[src/rtl/mmio_player_hub.sv]
// mmio_player_hub: memory-mapped register hub between the processor data port
// and the per-player coprocessors. Processor writes land in shadow registers
// and are copied to the active registers atomically on each frame tick. Live
// per-player status, sticky event flags and a frame counter are readable back.
module mmio_player_hub #(
    parameter int          NUM_PLAYERS = 2,
    parameter logic [31:0] MASS_RST    = 32'h00000010,
    parameter logic [31:0] GRAV_RST    = 32'h00010000,
    parameter logic [31:0] WIND_RST    = 32'h00000010
) (
    input  logic                      clock,
    input  logic                      reset,
    input  logic [12:0]               address,
    input  logic [31:0]               data_in,
    input  logic                      wren,
    input  logic                      rden,
    output logic [31:0]               data_out,
    output logic                      data_valid,
    output logic                      dmem_wren,
    input  logic [31:0]               dmem_q,
    input  logic                      frame_tick,
    input  logic [32*NUM_PLAYERS-1:0] pos_in,
    input  logic [32*NUM_PLAYERS-1:0] damage_in,
    input  logic [4*NUM_PLAYERS-1:0]  event_in,
    output logic [32*NUM_PLAYERS-1:0] mass_out,
    output logic [32*NUM_PLAYERS-1:0] start_pos_out,
    output logic [32*NUM_PLAYERS-1:0] size_out,
    output logic [NUM_PLAYERS-1:0]    freeze_out,
    output logic [31:0]               gravity_out,
    output logic [31:0]               wind_out
);

    // Per-player shadow (processor side) and active (coprocessor side) copies
    logic [31:0]            r_massSh  [NUM_PLAYERS];
    logic [31:0]            r_startSh [NUM_PLAYERS];
    logic [31:0]            r_sizeSh  [NUM_PLAYERS];
    logic [NUM_PLAYERS-1:0] r_ctrlSh;
    logic [31:0]            r_mass    [NUM_PLAYERS];
    logic [31:0]            r_start   [NUM_PLAYERS];
    logic [31:0]            r_size    [NUM_PLAYERS];
    logic [NUM_PLAYERS-1:0] r_freeze;
    logic [3:0]             r_event   [NUM_PLAYERS];

    // Global registers
    logic [31:0] r_gravSh;
    logic [31:0] r_windSh;
    logic [31:0] r_grav;
    logic [31:0] r_wind;
    logic        r_pending;
    logic [31:0] r_frameCount;

    // Read-port registers
    logic [31:0] r_dataOut;
    logic        r_dataValid;
    logic        r_dmemSel;

    // Decode wires
    logic                   w_hubSel;
    logic [3:0]             w_idx;
    logic [3:0]             w_off;
    logic [NUM_PLAYERS-1:0] w_chanHit;
    logic                   w_playerSel;
    logic                   w_globalSel;
    logic                   w_wrAccept;
    logic [NUM_PLAYERS-1:0] w_evClear;
    logic [31:0]            w_rdValue;
    logic [3:0]             w_unusedAddrBits;

    assign w_hubSel         = address[12];
    assign w_idx            = address[11:8];
    assign w_off            = address[3:0];
    assign w_unusedAddrBits = address[7:4];
    assign dmem_wren        = wren & ~address[12];
    assign data_out         = r_dmemSel ? dmem_q : r_dataOut;
    assign data_valid       = r_dataValid;
    assign gravity_out      = r_grav;
    assign wind_out         = r_wind;
    assign freeze_out       = r_freeze;

    // Address decode: which channel is hit and whether a write lands on a shadow
    always_comb begin
        w_chanHit = '0;
        for (int p = 0; p < NUM_PLAYERS; p++) begin
            w_chanHit[p] = w_hubSel && (w_idx == 4'(p));
        end
        w_playerSel = |w_chanHit;
        w_globalSel = w_hubSel && (w_idx == 4'hF);
        w_wrAccept  = wren && ((w_playerSel && (w_off == 4'd0 || w_off == 4'd1 ||
                                                w_off == 4'd2 || w_off == 4'd6)) ||
                               (w_globalSel && (w_off == 4'd0 || w_off == 4'd1)));
        w_evClear   = w_chanHit & {NUM_PLAYERS{rden && (w_off == 4'd5)}};
    end

    // Read mux over the pre-write state; unmapped locations read as zero
    always_comb begin
        w_rdValue = '0;
        for (int p = 0; p < NUM_PLAYERS; p++) begin
            if (w_chanHit[p]) begin
                case (w_off)
                    4'd0:    w_rdValue = r_massSh[p];
                    4'd1:    w_rdValue = r_startSh[p];
                    4'd2:    w_rdValue = r_sizeSh[p];
                    4'd3:    w_rdValue = pos_in[32*p +: 32];
                    4'd4:    w_rdValue = damage_in[32*p +: 32];
                    4'd5:    w_rdValue = {28'd0, r_event[p]};
                    4'd6:    w_rdValue = {31'd0, r_ctrlSh[p]};
                    default: w_rdValue = '0;
                endcase
            end
        end
        if (w_globalSel) begin
            case (w_off)
                4'd0:    w_rdValue = r_gravSh;
                4'd1:    w_rdValue = r_windSh;
                4'd2:    w_rdValue = {31'd0, r_pending};
                4'd3:    w_rdValue = r_frameCount;
                default: w_rdValue = '0;
            endcase
        end
    end

    // Flatten the active per-player registers onto the output buses
    always_comb begin
        mass_out      = '0;
        start_pos_out = '0;
        size_out      = '0;
        for (int p = 0; p < NUM_PLAYERS; p++) begin
            mass_out[32*p +: 32]      = r_mass[p];
            start_pos_out[32*p +: 32] = r_start[p];
            size_out[32*p +: 32]      = r_size[p];
        end
    end

    // Per-player shadows take writes; active copies take the old shadow on a tick
    always_ff @(posedge clock) begin
        if (reset) begin
            for (int p = 0; p < NUM_PLAYERS; p++) begin
                r_massSh[p]  <= MASS_RST;
                r_startSh[p] <= '0;
                r_sizeSh[p]  <= '0;
                r_mass[p]    <= MASS_RST;
                r_start[p]   <= '0;
                r_size[p]    <= '0;
            end
            r_ctrlSh <= '0;
            r_freeze <= '0;
        end else begin
            for (int p = 0; p < NUM_PLAYERS; p++) begin
                if (frame_tick) begin
                    r_mass[p]   <= r_massSh[p];
                    r_start[p]  <= r_startSh[p];
                    r_size[p]   <= r_sizeSh[p];
                    r_freeze[p] <= r_ctrlSh[p];
                end
                if (w_wrAccept && w_chanHit[p]) begin
                    case (w_off)
                        4'd0:    r_massSh[p]  <= data_in;
                        4'd1:    r_startSh[p] <= data_in;
                        4'd2:    r_sizeSh[p]  <= data_in;
                        4'd6:    r_ctrlSh[p]  <= data_in[0];
                        default: ;
                    endcase
                end
            end
        end
    end

    // Global shadows, commit-pending flag and frame counter
    always_ff @(posedge clock) begin
        if (reset) begin
            r_gravSh     <= GRAV_RST;
            r_windSh     <= WIND_RST;
            r_grav       <= GRAV_RST;
            r_wind       <= WIND_RST;
            r_pending    <= 1'b0;
            r_frameCount <= '0;
        end else begin
            if (frame_tick) begin
                r_grav       <= r_gravSh;
                r_wind       <= r_windSh;
                r_frameCount <= r_frameCount + 32'd1;
            end
            if (w_wrAccept && w_globalSel) begin
                if (w_off == 4'd0) begin
                    r_gravSh <= data_in;
                end else begin
                    r_windSh <= data_in;
                end
            end
            if (w_wrAccept) begin
                r_pending <= 1'b1;
            end else if (frame_tick) begin
                r_pending <= 1'b0;
            end
        end
    end

    // Sticky event flags; a clearing read keeps bits arriving that same cycle
    always_ff @(posedge clock) begin
        if (reset) begin
            for (int p = 0; p < NUM_PLAYERS; p++) begin
                r_event[p] <= '0;
            end
        end else begin
            for (int p = 0; p < NUM_PLAYERS; p++) begin
                if (w_evClear[p]) begin
                    r_event[p] <= event_in[4*p +: 4];
                end else begin
                    r_event[p] <= r_event[p] | event_in[4*p +: 4];
                end
            end
        end
    end

    // Registered read port: hub data with valid, or a select onto DMEM data
    always_ff @(posedge clock) begin
        if (reset) begin
            r_dataOut   <= '0;
            r_dataValid <= 1'b0;
            r_dmemSel   <= 1'b0;
        end else if (rden) begin
            if (w_hubSel) begin
                r_dataOut   <= w_rdValue;
                r_dataValid <= 1'b1;
                r_dmemSel   <= 1'b0;
            end else begin
                r_dataValid <= 1'b0;
                r_dmemSel   <= 1'b1;
            end
        end else begin
            r_dataValid <= 1'b0;
        end
    end

endmodule

[config.mk]
export PLATFORM = sky130hd
export DESIGN_NAME = mmio_player_hub
export DESIGN_NICKNAME = d
export VERILOG_FILES = /design/src/rtl/mmio_player_hub.sv
export SDC_FILE = /design/constraint.sdc
export NUM_CORES = 1
export LEC_CHECK = 0
export CAP_MARGIN = 20
export CELL_PAD_IN_SITES_DETAIL_PLACEMENT = 1
export CELL_PAD_IN_SITES_GLOBAL_PLACEMENT = 1
export CORE_ASPECT_RATIO = 0.75
export CORE_UTILIZATION = 25
export DETAILED_ROUTE_END_ITERATION = 6
export GPL_TIMING_DRIVEN = 0
export PLACE_DENSITY = 0.64
export SLEW_MARGIN = 20
export SYNTH_ARGS = -nofsm -noshare
export SYNTH_HDL_FRONTEND = slang
export SYNTH_SLANG_ARGS = --single-unit
[constraint.sdc]
create_clock -name clock -period 6 [get_ports clock]
set_clock_uncertainty 0.2 [all_clocks]
set_input_delay 1.8 -clock clock [delete_from_list [all_inputs] [get_ports clock]]
set_output_delay 1.8 -clock clock [all_outputs]
set_load 0.005 [all_outputs]
==> summary.txt <==
Yosys
  • Synthesized netlist cell count: 2150
  • Synthesized flop and latch total: 591
  • Synth Area in Adders: 0.0499%
  • Post-Synth XOR/XNOR Area: 0.838%
  • Synthesized area per cell: 11.7 sq um
  • Async SR Flop Fraction: 0%
  • Post-synth top flop: edfxtp_1
  • Post-synthesis sequential area ratio: 62.8%
  • Synth Area in Simple Gates: 14.9%
  • Post-synth EDFFs: 392
  • Netlist cell types: 62
  • Yosys warns: 0
  • Compound-Gate Fraction of Synth Area: 9.42%
  • Post-synth design cell area: 25100 sq um
  • Largest family of logic cells by synthesized area: simple AND/OR/NAND/NOR gates
  • Mux cell area share after synthesis: 9.36%

Die
  • Vert. Die Dim: 276 um
  • Initial Utilization: 25.3%
  • Floorplan core area: 99300 sq um
  • Ports: 510
  • Cell row count: 100
  • Die W: 368 um
  • DIE AREA: 102000 sq um

Finish
  • Fin cells: 4126
  • Fillers: 10900
  • # nets final: 2964
  • Multi-input logic area: 8780 sq um
  • Most frequent cells in the layout: 501 x clkdlybuf4s50_1, 392 x edfxtp_1, 249 x nor2_1
  • Most common cell after layout, fill and taps aside: clkdlybuf4s50_1
  • Post-layout util: 34.6%
  • Finished layout cell area: 34400 sq um
  • Storage cell area: 15800 sq um
  • Fraction of layout cells with a size suffix above 1: 7.33%
  • Syn-to-layout area delta: 37.1%

Power and ir drop
  • Clock share of power: 41.6%
  • Comb power frac: 10.9%
  • Net Sw Frac: 25.0%
  • Internal Power: 7.31 mW
  • Power Total: 9.75 mW
  • Sw Pwr: 2.44 mW
  • Pwr dens: 283 nW/um^2
  • Sequential group share of total power: 47.4%
  • Peak supply drop: 0.187 mV
  • Leakage power: 12.0 nW

CTS
  • Post CTS Setup Buffer Count: 0
  • CTS Root Cell: clkbuf_16
  • PostCTS Resize Cnt: 0
  • Clk slew on worst S/H paths: 0.06 ns
  • TritonCTS clock tree: yes
  • Num CTS Buffers: 68
  • Clk buf depth: 3
  • Clk sinks: 591
  • Number of H-tree levels: 3
  • Hold Buf Count CTS: 0
  • Skew-Pair Late Insertion Delay: 0.63 ns

Detailed routing
  • Routed via count: 20700
  • Wl on met1: 53800 um
  • Post-Route WL: 126000 um
  • Drt drc: 0
  • Via density: 5.01
  • Iteration-0 DRC Markers: 2038
  • Drt first pass iters: 6
  • Met2 WL: 56800 um
  • Top Metal Used: met5
  • Met3 WL: 11300 um
  • Routed Antenna Nets: 0
  • Post-DR wirelength/cell: 30.4 um

Placed design
  • GP Congestion: 0.919
  • Post-DP HPWL: 97300 um
  • DP Cell Count: 4001
  • Setup slack at placement: -0.419 ns
  • Placed cell area: 32300 sq um
  • Port-buffer cells: 501

Setup path
  • CP Capture Type: register
  • Crit path DAT: 6.05 ns
  • Crit Path Class: in2reg
  • Crit Reg-Reg Endpoint: r_frameCount[31]
  • Reg2Reg Setup Slack: 3.16 ns
  • Reg-to-reg startpoint: r_frameCount[12]
  • CP startpoint: address[12]
  • Crit-path slowest cell: clkbuf_1
  • Critical path required time: 6.12 ns
  • FF-to-FF path depth: 5
  • Crit-path cells: clkdlybuf4s50_1 -> or4b_1 -> buf_2 -> nor2_1 -> clkbuf_1 -> nand2_1 -> o21bai_4 -> buf_16
  • Max incr delay on CP: 0.78 ns
  • Crit-path max FO: 15
  • Crit path launch type: input port

Timing
  • Fmax: 169 MHz
  • TNS Setup: 0 ns
  • Final setup fails: 0
  • Pins Over Slew Limit: 0
  • Hold WS: 0.274 ns
  • Worst slew margin relative to its limit: 19.9%
  • RSZ-0062 raised after global routing: no
  • Tcrit/Tclk final: 98.8%
  • Min cycle time layout: 5.93 ns
  • Worst Tran Pin Value: 1.20 ns
  • Hold Vio Cnt, Final: 0
  • Final WS setup: 0.0708 ns

Job
  • MaxCap Viol Count: 0

Global routing
  • Tot GR Track Use: 24.1%
  • Largest net degree at the start of global routing: 51
  • First-pass GRT wire length: 170000 um
  • Antenna violations before repair: 16
  • Total grt overflow: 0
  • Vias in the first global route: 21000

Run status
  • Status: finished, final reports clean

Hold path
  • Hold EP: r_windSh[7]
  • WHS Path Cells: 2
  • HP Class: reg2reg
  • Hold path start: r_windSh[7]
## cells by family after synthesis
| family | count (synthesis) |
|---|---|
| simple gates | 784 |
| flops | 591 |
| compound gates | 362 |
| mux | 221 |
| buf+inv | 166 |
| xor+xnor | 24 |
| fa+ha+maj | 1 |
| other cells | 1 |
## sequential cells by signal (all words and copies together) (netlist names), 2 cells and up
name	count
r_gravSh	32
r_start	64
r_ctrlSh	2
freeze_out	2
r_size	64
r_dataOut	32
r_mass	64
r_startSh	64
r_massSh	64
r_frameCount	32
r_sizeSh	64
r_event	8
gravity_out	32
r_windSh	32
wind_out	32
## worst max path at each step
stage | end | slack, ns | depth (start not counted)
floorplan | r_mass[0][0] | 0.43 | 3
global placement | r_massSh[0][51] | -3.40 | 7
detailed placement | r_sizeSh[0][41] | -0.42 | 8
CTS | r_sizeSh[0][32] | 0.25 | 8
global route | r_dataOut[28] | 0.11 | 9
finish | r_sizeSh[0][42] | 0.07 | 8
## Yosys cell counts, types with 8 or more instances
cell	n	area, sq um
o311ai_0	10	87.6
clkbuf_1	126	473
and2_1	194	1210
a211o_1	8	70.1
dfxtp_1	199	3980
nor2_1	249	935
nand2_1	232	871
o21ai_0	56	280
a21oi_1	133	666
o211ai_1	19	143
buf_1	8	30.0
nand3_1	27	135
a211oi_1	31	233
o221ai_1	25	219
buf_2	23	115
xor2_1	18	158
mux2i_1	174	1740
a22o_1	11	96.3
mux2_2	40	450
edfxtp_1	392	11800
nor2b_1	13	81.3
or3_1	11	68.8
nand4_1	12	75.1
a22oi_1	30	225
## area by class of cell
type | count | area share, %
multi-input combinational | 1400 | 25.5
sequential | 591 | 45.8
tap | 1326 | 4.82
antenna | 4 | 0.0291
buffer | 160 | 1.88
clock inverter | 24 | 0.487
clock buffer | 97 | 5.63
timing repair buffer | 518 | 15.8
inverter | 6 | 0.0655
## power groups by stage
stage | registers, mW | logic, mW | clock network [mW]
3_3_place_gp | 4.72 | 1.02 | 0
6_report | 4.62 | 1.07 | 4.06
4_1_cts | 4.62 | 1.07 | 4.11
5_1_grt | 4.64 | 1.11 | 4.25
3_5_place_dp | 4.71 | 1.06 | 0
2_1_floorplan | 4.67 | 0.339 | 0
## worst max-delay path: cells and delay by family
kind	cells	cell delay, ns
AO/OA/AOI/OAI	1	0.63
buffers and inverters	4	1.96
AND/OR/NAND/NOR	3	1.62
## layer usage
layer  GRT usage [%]  vias up
li1                -     8946
met1            32.2    10600
met2            38.0      970
met3            6.68      184
met4            6.94       16
met5               0        -
Note: power is estimated with default switching activity, not from simulation.
